===== src/rtl/morse_pkg.sv =====
// Shared Morse definitions: unit timing, FSM encoding, ASCII anchors and the
// encoder output record used by the transmit keyer (and reusable by receive).
package morse_pkg;

    localparam int UNITS_DOT        = 1;
    localparam int UNITS_DASH       = 3;
    localparam int UNITS_ELEM_GAP   = 1;
    localparam int UNITS_CHAR_GAP   = 3;
    localparam int UNITS_WORD_EXTRA = 4;

    localparam logic [7:0] CH_SPACE = 8'h20;
    localparam logic [7:0] CH_A     = 8'h41;
    localparam logic [7:0] CH_Z     = 8'h5A;
    localparam logic [7:0] CH_0     = 8'h30;
    localparam logic [7:0] CH_9     = 8'h39;

    typedef enum logic [2:0] {
        ST_IDLE      = 3'd0,
        ST_MARK      = 3'd1,
        ST_ELEM_GAP  = 3'd2,
        ST_CHAR_GAP  = 3'd3,
        ST_WORD_GAP  = 3'd4
    } state_t;

    // pat is MSB-first within len bits, 1 = dash.
    typedef struct packed {
        logic       valid;
        logic       is_space;
        logic [2:0] len;
        logic [4:0] pat;
    } enc_t;

    function automatic enc_t sym(input logic [2:0] l, input logic [4:0] p);
        return '{valid: 1'b1, is_space: 1'b0, len: l, pat: p};
    endfunction

endpackage


===== src/rtl/tx_cw_keyer_if.sv =====
// Character input handshake for the CW keyer.
// A character transfers on a rising clk edge where char_valid and char_ready
// are both high; char_in must be stable then, and is ignored at all other times.
interface tx_cw_keyer_if;
    logic [7:0] char_in;
    logic       char_valid;
    logic       char_ready;

    modport master (output char_in, output char_valid, input  char_ready);
    modport slave  (input  char_in, input  char_valid, output char_ready);
endinterface


===== src/rtl/morse_enc_rom.sv =====
// Combinational ASCII to Morse encoder: 26 letters (case-folded), 10 digits
// and space; anything else comes back with valid = 0.
module morse_enc_rom
    import morse_pkg::*;
(
    input  logic [7:0] chr,
    output enc_t       enc
);

    logic [7:0] up;

    always_comb begin
        up = chr;
        if ((chr >= (CH_A | 8'h20)) && (chr <= (CH_Z | 8'h20))) begin
            up = chr - 8'h20;
        end
        enc = '0;
        case (up)
            CH_SPACE: enc = '{valid: 1'b1, is_space: 1'b1, len: 3'd0, pat: 5'b0};
            "A": enc = sym(3'd2, 5'b00001);
            "B": enc = sym(3'd4, 5'b01000);
            "C": enc = sym(3'd4, 5'b01010);
            "D": enc = sym(3'd3, 5'b00100);
            "E": enc = sym(3'd1, 5'b00000);
            "F": enc = sym(3'd4, 5'b00010);
            "G": enc = sym(3'd3, 5'b00110);
            "H": enc = sym(3'd4, 5'b00000);
            "I": enc = sym(3'd2, 5'b00000);
            "J": enc = sym(3'd4, 5'b00111);
            "K": enc = sym(3'd3, 5'b00101);
            "L": enc = sym(3'd4, 5'b00100);
            "M": enc = sym(3'd2, 5'b00011);
            "N": enc = sym(3'd2, 5'b00010);
            "O": enc = sym(3'd3, 5'b00111);
            "P": enc = sym(3'd4, 5'b00110);
            "Q": enc = sym(3'd4, 5'b01101);
            "R": enc = sym(3'd3, 5'b00010);
            "S": enc = sym(3'd3, 5'b00000);
            "T": enc = sym(3'd1, 5'b00001);
            "U": enc = sym(3'd3, 5'b00001);
            "V": enc = sym(3'd4, 5'b00001);
            "W": enc = sym(3'd3, 5'b00011);
            "X": enc = sym(3'd4, 5'b01001);
            "Y": enc = sym(3'd4, 5'b01011);
            "Z": enc = sym(3'd4, 5'b01100);
            "0": enc = sym(3'd5, 5'b11111);
            "1": enc = sym(3'd5, 5'b01111);
            "2": enc = sym(3'd5, 5'b00111);
            "3": enc = sym(3'd5, 5'b00011);
            "4": enc = sym(3'd5, 5'b00001);
            "5": enc = sym(3'd5, 5'b00000);
            "6": enc = sym(3'd5, 5'b10000);
            "7": enc = sym(3'd5, 5'b11000);
            "8": enc = sym(3'd5, 5'b11100);
            "9": enc = sym(3'd5, 5'b11110);
            default: enc = '0;
        endcase
    end

endmodule


===== src/rtl/tx_cw_keyer.sv =====
// Morse transmit keyer: takes one ASCII character per handshake and keys
// tx_cw with dot/dash/gap unit timing; unsupported characters are dropped.
module tx_cw_keyer
    import morse_pkg::*;
#(
    parameter int DOT_TICKS = 4,
    parameter int MAX_ELEMS = 5
) (
    input  logic                clk,
    input  logic                rst,
    tx_cw_keyer_if.slave        chr,
    output logic                tx_cw,
    output logic                busy,
    output logic                unsup,
    output state_t              state_dbg
);

    localparam int PW = (DOT_TICKS > 2) ? $clog2(DOT_TICKS) : 1;
    localparam int RW = $clog2(MAX_ELEMS + 1);
    localparam logic [PW-1:0] PRESC_LAST = PW'(DOT_TICKS - 1);
    localparam logic [2:0] U_DOT   = 3'(UNITS_DOT);
    localparam logic [2:0] U_DASH  = 3'(UNITS_DASH);
    localparam logic [2:0] U_EGAP  = 3'(UNITS_ELEM_GAP);
    localparam logic [2:0] U_CGAP  = 3'(UNITS_CHAR_GAP);
    localparam logic [2:0] U_WGAP  = 3'(UNITS_WORD_EXTRA);

    state_t               state_q, state_d;
    logic [PW-1:0]        presc_q;
    logic [2:0]           unit_q;
    logic [RW-1:0]        rem_q;
    logic [MAX_ELEMS-1:0] pat_q;
    logic                 tx_cw_q;
    logic                 unsup_q;
    logic                 accept;
    logic                 unit_done;
    logic [2:0]           target;
    enc_t                 enc;

    morse_enc_rom u_rom (
        .chr (chr.char_in),
        .enc (enc)
    );

    assign chr.char_ready = (state_q == ST_IDLE);
    assign busy           = ~chr.char_ready;
    assign accept         = chr.char_valid & chr.char_ready;
    assign tx_cw          = tx_cw_q;
    assign unsup          = unsup_q;
    assign state_dbg      = state_q;

    // pat_q is kept left-aligned so the current element is always the MSB.
    always_comb begin
        target = 3'd0;
        case (state_q)
            ST_MARK:     target = pat_q[MAX_ELEMS-1] ? U_DASH : U_DOT;
            ST_ELEM_GAP: target = U_EGAP;
            ST_CHAR_GAP: target = U_CGAP;
            ST_WORD_GAP: target = U_WGAP;
            default:     target = 3'd0;
        endcase
        unit_done = (state_q != ST_IDLE) && (presc_q == PRESC_LAST)
                    && (unit_q == target - 3'd1);
    end

    always_comb begin
        state_d = state_q;
        case (state_q)
            ST_IDLE: begin
                if (accept && enc.valid) begin
                    state_d = enc.is_space ? ST_WORD_GAP : ST_MARK;
                end
            end
            ST_MARK: begin
                if (unit_done) begin
                    state_d = (rem_q == RW'(1)) ? ST_CHAR_GAP : ST_ELEM_GAP;
                end
            end
            ST_ELEM_GAP: if (unit_done) state_d = ST_MARK;
            ST_CHAR_GAP: if (unit_done) state_d = ST_IDLE;
            ST_WORD_GAP: if (unit_done) state_d = ST_IDLE;
            default:     state_d = ST_IDLE;
        endcase
    end

    always_ff @(posedge clk or posedge rst) begin
        if (rst) begin
            state_q <= ST_IDLE;
            presc_q <= '0;
            unit_q  <= '0;
            rem_q   <= '0;
            pat_q   <= '0;
            tx_cw_q <= 1'b0;
            unsup_q <= 1'b0;
        end else begin
            state_q <= state_d;
            tx_cw_q <= (state_d == ST_MARK);
            unsup_q <= accept & ~enc.valid;

            if (state_d != state_q) begin
                presc_q <= '0;
                unit_q  <= '0;
            end else if (state_q != ST_IDLE) begin
                if (presc_q == PRESC_LAST) begin
                    presc_q <= '0;
                    unit_q  <= unit_q + 3'd1;
                end else begin
                    presc_q <= presc_q + PW'(1);
                end
            end

            if (accept && enc.valid && !enc.is_space) begin
                rem_q <= RW'(enc.len);
                pat_q <= MAX_ELEMS'(enc.pat) << (RW'(MAX_ELEMS) - RW'(enc.len));
            end else if (state_q == ST_MARK && state_d != ST_MARK) begin
                rem_q <= rem_q - RW'(1);
                pat_q <= pat_q << 1;
            end
        end
    end

endmodule

===== src/flat_wrapper.sv =====
// flat-port wrapper written by rule: the top's interface ports become plain ports
module tx_cw_keyer_flat import morse_pkg::*;
#(
    parameter int DOT_TICKS = 4,
    parameter int MAX_ELEMS = 5
)
  (clk, rst, tx_cw, busy, unsup, state_dbg, chr_char_in, chr_char_valid, chr_char_ready);
  tx_cw_keyer_if chr_i ();
  input  logic clk;
  input  logic rst;
  output logic tx_cw;
  output logic busy;
  output logic unsup;
  output state_t state_dbg;
  input wire logic [$bits(chr_i.char_in)-1:0] chr_char_in;
  input wire logic [$bits(chr_i.char_valid)-1:0] chr_char_valid;
  output wire logic [$bits(chr_i.char_ready)-1:0] chr_char_ready;
  assign chr_i.char_in = chr_char_in;
  assign chr_i.char_valid = chr_char_valid;
  assign chr_char_ready = chr_i.char_ready;
  tx_cw_keyer #(.DOT_TICKS(DOT_TICKS), .MAX_ELEMS(MAX_ELEMS)) u_core (.clk(clk), .rst(rst), .chr(chr_i), .tx_cw(tx_cw), .busy(busy), .unsup(unsup), .state_dbg(state_dbg));
endmodule

===== config.mk =====
export PLATFORM = sky130hd
export DESIGN_NAME = tx_cw_keyer_flat
export DESIGN_NICKNAME = d
export VERILOG_FILES = /design/src/rtl/morse_pkg.sv /design/src/rtl/tx_cw_keyer_if.sv /design/src/rtl/morse_enc_rom.sv /design/src/rtl/tx_cw_keyer.sv /design/src/flat_wrapper.sv
export SDC_FILE = /design/constraint.sdc
export NUM_CORES = 1
export LEC_CHECK = 0
export BUFFER_PORTS_ARGS = -buffer_cell sky130_fd_sc_hd__buf_2
export CELL_PAD_IN_SITES_DETAIL_PLACEMENT = 0
export CELL_PAD_IN_SITES_GLOBAL_PLACEMENT = 1
export CORE_MARGIN = 4
export CORE_UTILIZATION = 49
export CTS_CLUSTER_DIAMETER = 120
export DETAILED_ROUTE_END_ITERATION = 8
export GPL_TIMING_DRIVEN = 0
export HOLD_SLACK_MARGIN = 0.03
export PLACE_DENSITY_LB_ADDON = 0.05
export SYNTH_ARGS = -nofsm -noshare
export SYNTH_HDL_FRONTEND = slang
export SYNTH_SLANG_ARGS = --single-unit

===== constraint.sdc =====
create_clock -name clk -period 4.8 [get_ports clk]
set_clock_uncertainty 0.1 [all_clocks]
set_input_delay 1.44 -clock clk [delete_from_list [all_inputs] [get_ports clk]]
set_output_delay 1.44 -clock clk [all_outputs]
set_load 0.01 [all_outputs]

==> reports/results.ini, run 1 <==
[floorplanning]
die_area_um2=5250
fp.dieW_um=72.5
pin_count=18
num_rows=23
fp.dieH_um=72.5
start_util=0.509
core_region_area_um2=4000

[placement]
placed_area_um2=2170
preCtsSetupSlack_ps=449
placed_cells=313
dpl.hpwl_mm=4.03
io_buffers=14
gp_congestion=0.846

[sta]
post-route-period-util=0.864
worst_slew_pin_slew_ps=1030
rsz0062_at_grt=false
fmax_ghz=0.241
setup_violations=0
fin_ws_ps=651
finalMaxSlewViolations=0
fin_crit_ps=4150
relSlewSlack=0.310
finalHoldViolations=0
tns_ps=0

[clock_tree]
cts-hold-fix-buffers=0
tritoncts=built
clkTransAtPathRegs_ps=70
postCtsResizedCells=0
clock_sinks=18
clockBufferDepth=2
cts_buffers=3
cts_root_buf=clkbuf_8
clk_latency_ps=250
post_cts_buffers=0
cts.htree.levels=1

[routing]
via_per_inst=6.12
routedWlPerCell_um=16.0
route.vias.total=1939
drtIter0Drc=63
antenna_left=0
drt-pass1-iter-count=5
drt-total-wl_mm=5.07
post-route-drc-count=0

[critical_path]
critPathLaunchType=primary input
r2r_start=u_core.state_dbg[0]$_DFF_PP0_
crit_chain=buf_2, clkbuf_1, inv_1, ha_1, inv_2, nand3_2, a31oi_2, nand4_1, o211a_1, a211oi_2, nor2_1
crit_path_top_delay_cell=a31oi_2
crit_path_max_incr_delay_ps=430
reg2reg_slack_ps=1400
ff2ff_path_depth=11
path_delay_family=compound AO/OA/AOI/OAI gates
cp_max_fo=10
critical_path.endpoint_type=flip-flop
crit_required_ps=4820
timing.rr.end=u_core.pat_q[1]$_DFFE_PP0P_
critPathKind=primary input to flip-flop
path_depth=11
crit_start=chr_char_in[1]
cp-endpoint=u_core.unit_q[2]$_DFFE_PP0P_
worstPathArrival_ps=4170
crit_buf_inv=4

[yosys]
synthCells=249
synth_edf_count=0
synthFlopType=dfrtp_1
synth_seq_cells=18
synth_nets=273
async_reset_ff_frac=1.00
seq_area_frac_synth=0.221
syn-mean-instance-area_um2=8.18
yosys.cell_types.count=71
yosysWarningCount=0
syn_area_um2=2040

[final_layout]
antenna_cells=0
final_cell_mix=nand2_1, nor2_1, buf_2, dfrtp_1, a21oi_1
regArea_um2=450
layoutNonFillerInstCount=317
fillers=398
final_common_cell=nand2_1
final_nets=292
final_core_util=0.556
design_area_um2=2220
drive_above_1_share=0.206
multiInputGateArea_um2=1440
syn_to_final_growth_pct=9.22

[run]
drv_cap=0

[grt]
overflow=0
gr-usage-all-layers=0.209
grt_max_degree=19
grt_pass1_wl_mm=8.85
grt_pass1_vias=1872
antenna_found_initial=0

[power_and_ir_drop]
leakagePower_uw=0.000938
powerDensity_nw_per_um2=377
ir_drop_mv=0.178

[worst_hold_path]
hp-class=flip-flop to flip-flop

[outcome]
status=finished, final reports clean

## report_power, final
group | internal (uW) | switching, uW | leakage [uW]
registers | 214 | 41.9 | 0.000223
clock network | 72.9 | 52.9 | 0.0000288
logic | 191 | 265 | 0.000686
## cells by family after synthesis
family | count (synthesis) | synth area share
AND/OR/NAND/NOR | 104 | 0.292
AO/OA/AOI/OAI | 69 | 0.254
XOR/XNOR | 7 | 0.0301
buffers and inverters | 30 | 0.0737
adder cells (fa/ha/maj) | 13 | 0.0799
flip-flops | 18 | 0.221
multiplexers | 8 | 0.0492
## layout make-up
type | instances | area share
multi-input cells | 201 | 0.645
flip-flops and latches | 18 | 0.203
plain buffers | 16 | 0.0439
repair buffers | 14 | 0.0315
well taps | 50 | 0.0281
clock buffers | 4 | 0.0248
inverters | 14 | 0.0236
## how the worst min path moves through the flow
stage	end	slack [ps]	startpoint	cells past startpoint
final	u_core.presc_q[1]$_DFFE_PP0P_	450	u_core.presc_q[1]$_DFFE_PP0P_	2
after global routing	u_core.presc_q[1]$_DFFE_PP0P_	500	u_core.presc_q[1]$_DFFE_PP0P_	2
after CTS	u_core.presc_q[1]$_DFFE_PP0P_	460	u_core.presc_q[1]$_DFFE_PP0P_	2
after detailed placement	u_core.presc_q[1]$_DFFE_PP0P_	450	u_core.presc_q[1]$_DFFE_PP0P_	2
after global placement	u_core.presc_q[1]$_DFFE_PP0P_	420	u_core.presc_q[1]$_DFFE_PP0P_	2
after floorplan	u_core.presc_q[1]$_DFFE_PP0P_	400	u_core.presc_q[1]$_DFFE_PP0P_	2
## cells in the mapped netlist, drive strengths merged (3+ instances only)
library cell / instances / area, um^2
a21o: 3 / 22.5
nor2: 23 / 91.3
nor3: 11 / 66.3
o32ai: 3 / 33.8
and3: 3 / 18.8
nand4: 3 / 18.8
nand3b: 5 / 37.5
clkbuf: 4 / 15.0
ha: 13 / 163
nand2: 23 / 86.3
nand3: 11 / 60.1
o211ai: 3 / 22.5
or2: 3 / 18.8
a31oi: 9 / 62.6
nor4: 4 / 52.6
a21oi: 17 / 88.8
nor2b: 6 / 37.5
inv: 13 / 48.8
mux2i: 4 / 43.8
buf: 12 / 82.6
a211oi: 3 / 27.5
mux2: 3 / 33.8
dfrtp: 18 / 450
xor2: 5 / 43.8
o21ai: 8 / 40.0
## per-layer routing
layer  track usage  part of all wire  vias up
met2         0.354              0.48       49
met3        0.0291             0.047        8
met5             0                 0        -
li1              -                 -      965
met1         0.283              0.46      917
met4        0.0451             0.012        0
## registers in the layout (all words and copies together), names as in the netlist
name / cells
u_core.pat_q: 5
u_core.rem_q: 3
u_core.state_dbg: 3
u_core.unit_q: 3
u_core.presc_q: 2
u_core.tx_cw: 1
u_core.unsup: 1
## worst reg2reg max path: stages (launching register included)
cell and delay, ps:
dfrtp_1 370, buf_4 160, nor2_2 230, inv_1 120, nand2_1 80, ha_1 160
xor2_1 240, xnor2_1 160, a31oi_1 160, nor4_2 900, mux2_2 430, a22o_1 180
## through the flow
stage	power [uW]	hold WS [ps]
5_1_grt	924	498
3_5_place_dp	716	449
2_1_floorplan	602	402
4_1_cts	844	459
3_3_place_gp	703	415
6_report	838	452
(Power assumes the default switching activity.)
==> run 2, diff against run 1 <==
--- a/config.mk
+++ b/config.mk
@@ -12,7 +12,6 @@
 export CORE_UTILIZATION = 49
 export CTS_CLUSTER_DIAMETER = 120
 export DETAILED_ROUTE_END_ITERATION = 8
-export GPL_TIMING_DRIVEN = 0
 export HOLD_SLACK_MARGIN = 0.03
 export PLACE_DENSITY_LB_ADDON = 0.05
 export SYNTH_ARGS = -nofsm -noshare
==> run 2 against run 1 <==
Critical path type unchanged. Largest power group unchanged. Cell count shrank 3.8%. Critical endpoint is now u_core.pat_q[4]$_DFFE_PP0P_. Sequential power grew 7%. Highest routed layer unchanged. Critical path depth shrank 1. Via count shrank 2.3%.
==> reports/results.ini, run 2 (synthesis results as in run 1) <==
[final_layout]
syn_to_final_growth_pct=5.53
final_nets=280  ; -4.1%
design_area_um2=2150  ; -3.4%
regMostFlops=u_core.pat_q
fillers=409  ; +2.8%
final_cell_mix=nand2_1, nor2_1, dfrtp_1, buf_2, a21oi_1
antenna_cells=0  ; unchanged
final_common_cell=nand2_1
drive_above_1_share=0.188  ; -0.0178
multiInputGateArea_um2=1440  ; unchanged
largest_register_ffs=5  ; unchanged
regArea_um2=450  ; unchanged

[routing]
route.vias.total=1894  ; -2.3%
drt-total-wl_mm=5.02  ; -0.99%
post-route-drc-count=0  ; unchanged
via_per_inst=6.21  ; +1.5%
drt-pass1-iter-count=5  ; unchanged
drtIter0Drc=72  ; +14%
routedWlPerCell_um=16.4  ; +2.9%
antenna_left=0  ; unchanged

[clock_tree]
clk_latency_ps=260  ; about the same
clockBufferDepth=2  ; unchanged
cts.htree.levels=1  ; unchanged
postCtsResizedCells=0  ; unchanged
post_cts_buffers=0  ; unchanged
cts_buffers=3  ; unchanged
cts-hold-fix-buffers=0  ; unchanged
cts_root_buf=clkbuf_8
clock_sinks=18  ; unchanged
tritoncts=built
clkTransAtPathRegs_ps=70  ; about the same

[floorplanning]
start_util=0.509  ; unchanged
core_region_area_um2=4000  ; unchanged
fp.dieH_um=72.5  ; unchanged
pin_count=18  ; unchanged
fp.dieW_um=72.5  ; unchanged
num_rows=23  ; unchanged
die_area_um2=5250  ; unchanged

[power_and_ir_drop]
powerDensity_nw_per_um2=380  ; +0.95%
ir_drop_mv=0.149  ; -17%
leakagePower_uw=0.000897  ; -4.3%
finalPower_uw=817  ; -2.5%

[sta]
fmax_ghz=0.253  ; +4.8%
finalMaxSlewViolations=0  ; unchanged
setup_violations=0  ; unchanged
hold_slack_ps=425  ; -27.7 ps
fin_ws_ps=840  ; +189 ps
tns_ps=0  ; unchanged
fin_crit_ps=3960  ; -189 ps
post-route-period-util=0.825  ; -0.0394
worst_slew_pin_slew_ps=706  ; -320 ps
finalHoldViolations=0  ; unchanged
rsz0062_at_grt=false
relSlewSlack=0.529  ; +0.218

[placement]
io_buffers=17  ; +3
dpl.hpwl_mm=3.90  ; -3.2%
gp_congestion=0.896  ; +5.9%
placed_area_um2=2090  ; -3.5%
preCtsSetupSlack_ps=548  ; +99.6 ps

[grt]
grt_pass1_vias=1781  ; -4.9%
grt_pass1_wl_mm=8.30  ; -6.2%
overflow=0  ; unchanged
grt_max_degree=31  ; +12
antenna_found_initial=0  ; unchanged
gr-usage-all-layers=0.199  ; -0.00992

[critical_path]
critical_path.endpoint_type=flip-flop
critPathLaunchType=primary input
cp_max_fo=15  ; +5
reg2reg_slack_ps=1840  ; +440 ps
worstPathArrival_ps=3970  ; -200 ps
timing.rr.end=u_core.pat_q[1]$_DFFE_PP0P_
crit_required_ps=4810  ; about the same
r2r_start=u_core.state_dbg[0]$_DFF_PP0_
critPathKind=primary input to flip-flop
ff2ff_path_depth=11  ; unchanged

[worst_hold_path]
hold_depth=2  ; unchanged
min_from=u_core.presc_q[1]$_DFFE_PP0P_
whs_endpoint=u_core.presc_q[1]$_DFFE_PP0P_
hp-class=flip-flop to flip-flop

[run]
drv_cap=0  ; unchanged

[outcome]
status=finished, final reports clean

## run 2: layout make-up
class | count | share of cell area
sequential | 18 | 0.210
tap | 50 | 0.0291
multi-input combinational | 201 | 0.668
inverter | 14 | 0.0245
timing repair buffer | 18 | 0.0431
clock buffer | 4 | 0.0256
## run 2: worst max-delay path by stage
stage | from | cells after the start | end | slack (ps)
after CTS | chr_char_in[1] | 10 | u_core.pat_q[4]$_DFFE_PP0P_ | 820
after detailed placement | chr_char_in[1] | 10 | u_core.pat_q[4]$_DFFE_PP0P_ | 550
after floorplan | chr_char_in[1] | 10 | u_core.pat_q[3]$_DFFE_PP0P_ | 1020
final | chr_char_in[1] | 10 | u_core.pat_q[4]$_DFFE_PP0P_ | 840
after global routing | chr_char_in[1] | 10 | u_core.pat_q[4]$_DFFE_PP0P_ | 600
after global placement | chr_char_in[1] | 10 | u_core.pat_q[4]$_DFFE_PP0P_ | 580
## run 2: routing by layer
metal	wire, um	global-route usage	part of all wire
met3	216	0.0360	0.043
met5	0	0	0
met2	2490	0.339	0.50
met1	2240	0.254	0.45
met4	70	0.0656	0.014
## run 2: power by group
part           leakage [uW]  switching [uW]  internal, uW  total [uW]
Sequential         0.000223            59.1           213         273
Clock             0.0000288            53.1          72.9         126
Combinational      0.000645             241           177         419
Total              0.000897             354           464         817
## run 2: critical path, stage by stage
cell and delay [ps]:
buf_2 190, inv_1 170, ha_1 350, or3b_4 440, a21boi_0 150, o32ai_2 170
nand2_1 80, or3_1 600, a221oi_1 290, a22oi_1 100
## run 2: metrics by stage
step,util,instances
2_1_floorplan,-,249
3_3_place_gp,0.523,301
3_5_place_dp,0.523,301
4_1_cts,0.537,305
5_1_grt,0.537,305
6_report,0.537,305
==> run 3, diff against run 2 <==
--- a/config.mk
+++ b/config.mk
@@ -5,11 +5,12 @@
 export SDC_FILE = /design/constraint.sdc
 export NUM_CORES = 1
 export LEC_CHECK = 0
+export ABC_AREA = 1
 export BUFFER_PORTS_ARGS = -buffer_cell sky130_fd_sc_hd__buf_2
 export CELL_PAD_IN_SITES_DETAIL_PLACEMENT = 0
 export CELL_PAD_IN_SITES_GLOBAL_PLACEMENT = 1
 export CORE_MARGIN = 4
-export CORE_UTILIZATION = 49
+export CORE_UTILIZATION = 42
 export CTS_CLUSTER_DIAMETER = 120
 export DETAILED_ROUTE_END_ITERATION = 8
 export HOLD_SLACK_MARGIN = 0.03
==> constraint.sdc (replaced) <==
create_clock -name clk -period 3.7 [get_ports clk]
set_clock_uncertainty 0.1 [all_clocks]
set_input_delay 1.11 -clock clk [delete_from_list [all_inputs] [get_ports clk]]
set_output_delay 1.11 -clock clk [all_outputs]
set_load 0.01 [all_outputs]
==> run 3 against run 2 <==
Synthesized cell count increased by 35%. Final area increased by 3.9%. Power increased by 5.6%. Highest routed layer unchanged. First-iteration DRC count decreased by 13%. Core utilization decreased by 6.8 points. Critical path type unchanged. Sequential power about the same. Routed wire length decreased by 2.2%. Sequential cell count unchanged. Largest power group unchanged.
==> reports/results.ini, run 3 <==
[critical_path]
worstPathArrival_ps=3220  ; -750 ps
critPathKind=primary input to flip-flop
critPathLaunchType=primary input
cp_max_fo=16  ; +1
critical_path.endpoint_type=flip-flop
crit_required_ps=3750  ; -1060 ps

[final_layout]
fillers=527  ; +29%
final_cell_mix=nand2_1, nor2_1, nand3_1, inv_1, dfrtp_1
largest_register_ffs=5  ; unchanged
multiInputGateArea_um2=1400  ; -2.7%
final_nets=374  ; +34%
antenna_cells=0  ; unchanged
regMostFlops=u_core.pat_q
final_common_cell=nand2_1
regArea_um2=450  ; unchanged
layoutNonFillerInstCount=416  ; +36%
syn_to_final_growth_pct=7.86
drive_above_1_share=0.149  ; -0.0392
design_area_um2=2230  ; +3.9%

[sta]
tns_ps=0  ; unchanged
fmax_ghz=0.315
worst_slew_pin_slew_ps=699  ; -6.42 ps
post-route-period-util=0.857
finalMaxSlewViolations=0  ; unchanged
rsz0062_at_grt=false
hold_slack_ps=380  ; -44.4 ps
relSlewSlack=0.533  ; +0.00428
fin_crit_ps=3170
setup_violations=0  ; unchanged
finalHoldViolations=0  ; unchanged

[grt]
gr-usage-all-layers=0.176  ; -0.0231
grt_pass1_wl_mm=8.90  ; +7.2%
overflow=0  ; unchanged
antenna_found_initial=0  ; unchanged
grt_pass1_vias=2009  ; +13%
grt_max_degree=19  ; -39%

[placement]
gp_congestion=0.889  ; -0.79%
placed_cells=412  ; +37%
io_buffers=17  ; unchanged
placed_area_um2=2180  ; +4.0%
dpl.hpwl_mm=3.97  ; +1.7%

[floorplanning]
start_util=0.435  ; -0.0737
core_region_area_um2=4750  ; +19%
die_area_um2=6110  ; +16%
pin_count=18  ; unchanged
fp.dieH_um=78.2  ; +7.9%
num_rows=25  ; +8.7%
fp.dieW_um=78.2  ; +7.9%

[clock_tree]
clockBufferDepth=2  ; unchanged
cts_buffers=3  ; unchanged
clk_latency_ps=260  ; about the same
clkTransAtPathRegs_ps=80  ; about the same
postCtsResizedCells=0  ; unchanged
cts_root_buf=clkbuf_8
post_cts_buffers=0  ; unchanged
cts-hold-fix-buffers=0  ; unchanged
cts.htree.levels=1  ; unchanged
clock_sinks=18  ; unchanged
tritoncts=built

[yosys]
synth_top_area_frac=0.218  ; -0.00361
synthCells=336  ; +35%
yosysWarningCount=0  ; unchanged
synth_edf_count=0  ; unchanged
async_reset_ff_frac=1.00  ; unchanged
seq_area_frac_synth=0.218  ; -0.00361
yosysMostFrequentCell=nand2_1
synth_nets=360  ; +32%
synth_common_cells=nand2_1, nor2_1, nand3_1
yosys-top-cells-area=dfrtp_1, nand2_1, ha_1
syn_area_um2=2070  ; +1.7%
yosys.area.top_type=dfrtp_1
synthFlopType=dfrtp_1
yosys.cell_types.count=33  ; -54%
syn-mean-instance-area_um2=6.16  ; -25%
synth_seq_cells=18  ; unchanged

[routing]
antenna_left=0  ; unchanged
route.vias.total=2043  ; +7.9%
via_per_inst=4.91  ; -21%
drtIter0Drc=63  ; -13%
routedWlPerCell_um=11.8  ; -28%
drt-total-wl_mm=4.90  ; -2.2%
drt-pass1-iter-count=4  ; -1
post-route-drc-count=0  ; unchanged

[power_and_ir_drop]
finalPower_uw=863  ; +5.6%
ir_drop_mv=0.119  ; -20%
leakagePower_uw=0.00120  ; +34%
powerDensity_nw_per_um2=386  ; +1.6%

[worst_hold_path]
hp-class=flip-flop to flip-flop

[run]
drv_cap=0  ; unchanged

[outcome]
status=finished, final reports clean

## run 3: cell types whose count changed in the layout (fill, tap and decap cells not counted), moves of 6 or more
cell,change
nand2_1,+89
nand3_1,+22
inv_2,+9
a31oi_1,-8
nor2b_1,-6
a21oi_1,-6
inv_1,+19
nor2_1,+19
## run 3: logic make-up after synthesis
logic type / synth area share
AND/OR/NAND/NOR: 0.484
multiplexers: 0.00967
flip-flops: 0.218
adder cells (fa/ha/maj): 0.0786
XOR/XNOR: 0.0254
AO/OA/AOI/OAI: 0.0768
buffers and inverters: 0.108
## run 3: layout make-up
class | instances | share of cell area
inverter | 41 | 0.0689
sequential | 18 | 0.202
multi-input combinational | 268 | 0.626
timing repair buffer | 18 | 0.0415
clock buffer | 4 | 0.0247
tap | 67 | 0.0376
## run 3: metrics by stage
stage               utilization  setup slack, ps
floorplan                     -              862
global placement          0.458              252
detailed placement        0.458              249
CTS                       0.469              538
global route              0.469              272
finish                    0.469              530
## run 3: where the power goes
group	internal (uW)	leakage, uW	total, uW	switching, uW
logic	152	0.000938	428	276
registers	243	0.000238	270	26.4
clock network	94.7	0.0000288	165	70.3
## run 3: critical path: stages
cell,delay (ps)
buf_2,150
inv_1,160
ha_1,240
inv_1,70
nand4_2,140
nand4_1,110
nand2_1,290
nand2_1,130
nand2_1,130
nand4_4,210
nand2_2,230
inv_2,100
nand2_1,70
nand3_1,70
## run 3: per-layer routing
metal | track usage | routed length [um] | vias to the layer above
li1 | - | - | 1101
met5 | 0 | 0 | -
met3 | 0.0241 | 141 | 7
met4 | 0.0507 | 66 | 0
met2 | 0.289 | 2200 | 27
met1 | 0.240 | 2490 | 908
## run 3: final timing paths
path                                               start                       endpoint  slack [ps]  depth (start not counted)
setup reg to reg           u_core.state_dbg[1]$_DFF_PP0_  u_core.presc_q[1]$_DFFE_PP0P_        1190                         16
min in group asynchronous                            rst    u_core.rem_q[2]$_DFFE_PP0P_         850                          2
hold reg to reg              u_core.pat_q[2]$_DFFE_PP0P_    u_core.pat_q[2]$_DFFE_PP0P_         380                          2
setup / recovery                          chr_char_in[1]    u_core.pat_q[1]$_DFFE_PP0P_         530                         14
hold / removal               u_core.pat_q[2]$_DFFE_PP0P_    u_core.pat_q[2]$_DFFE_PP0P_         380                          2
max in group asynchronous                            rst  u_core.presc_q[1]$_DFFE_PP0P_        2200                          2
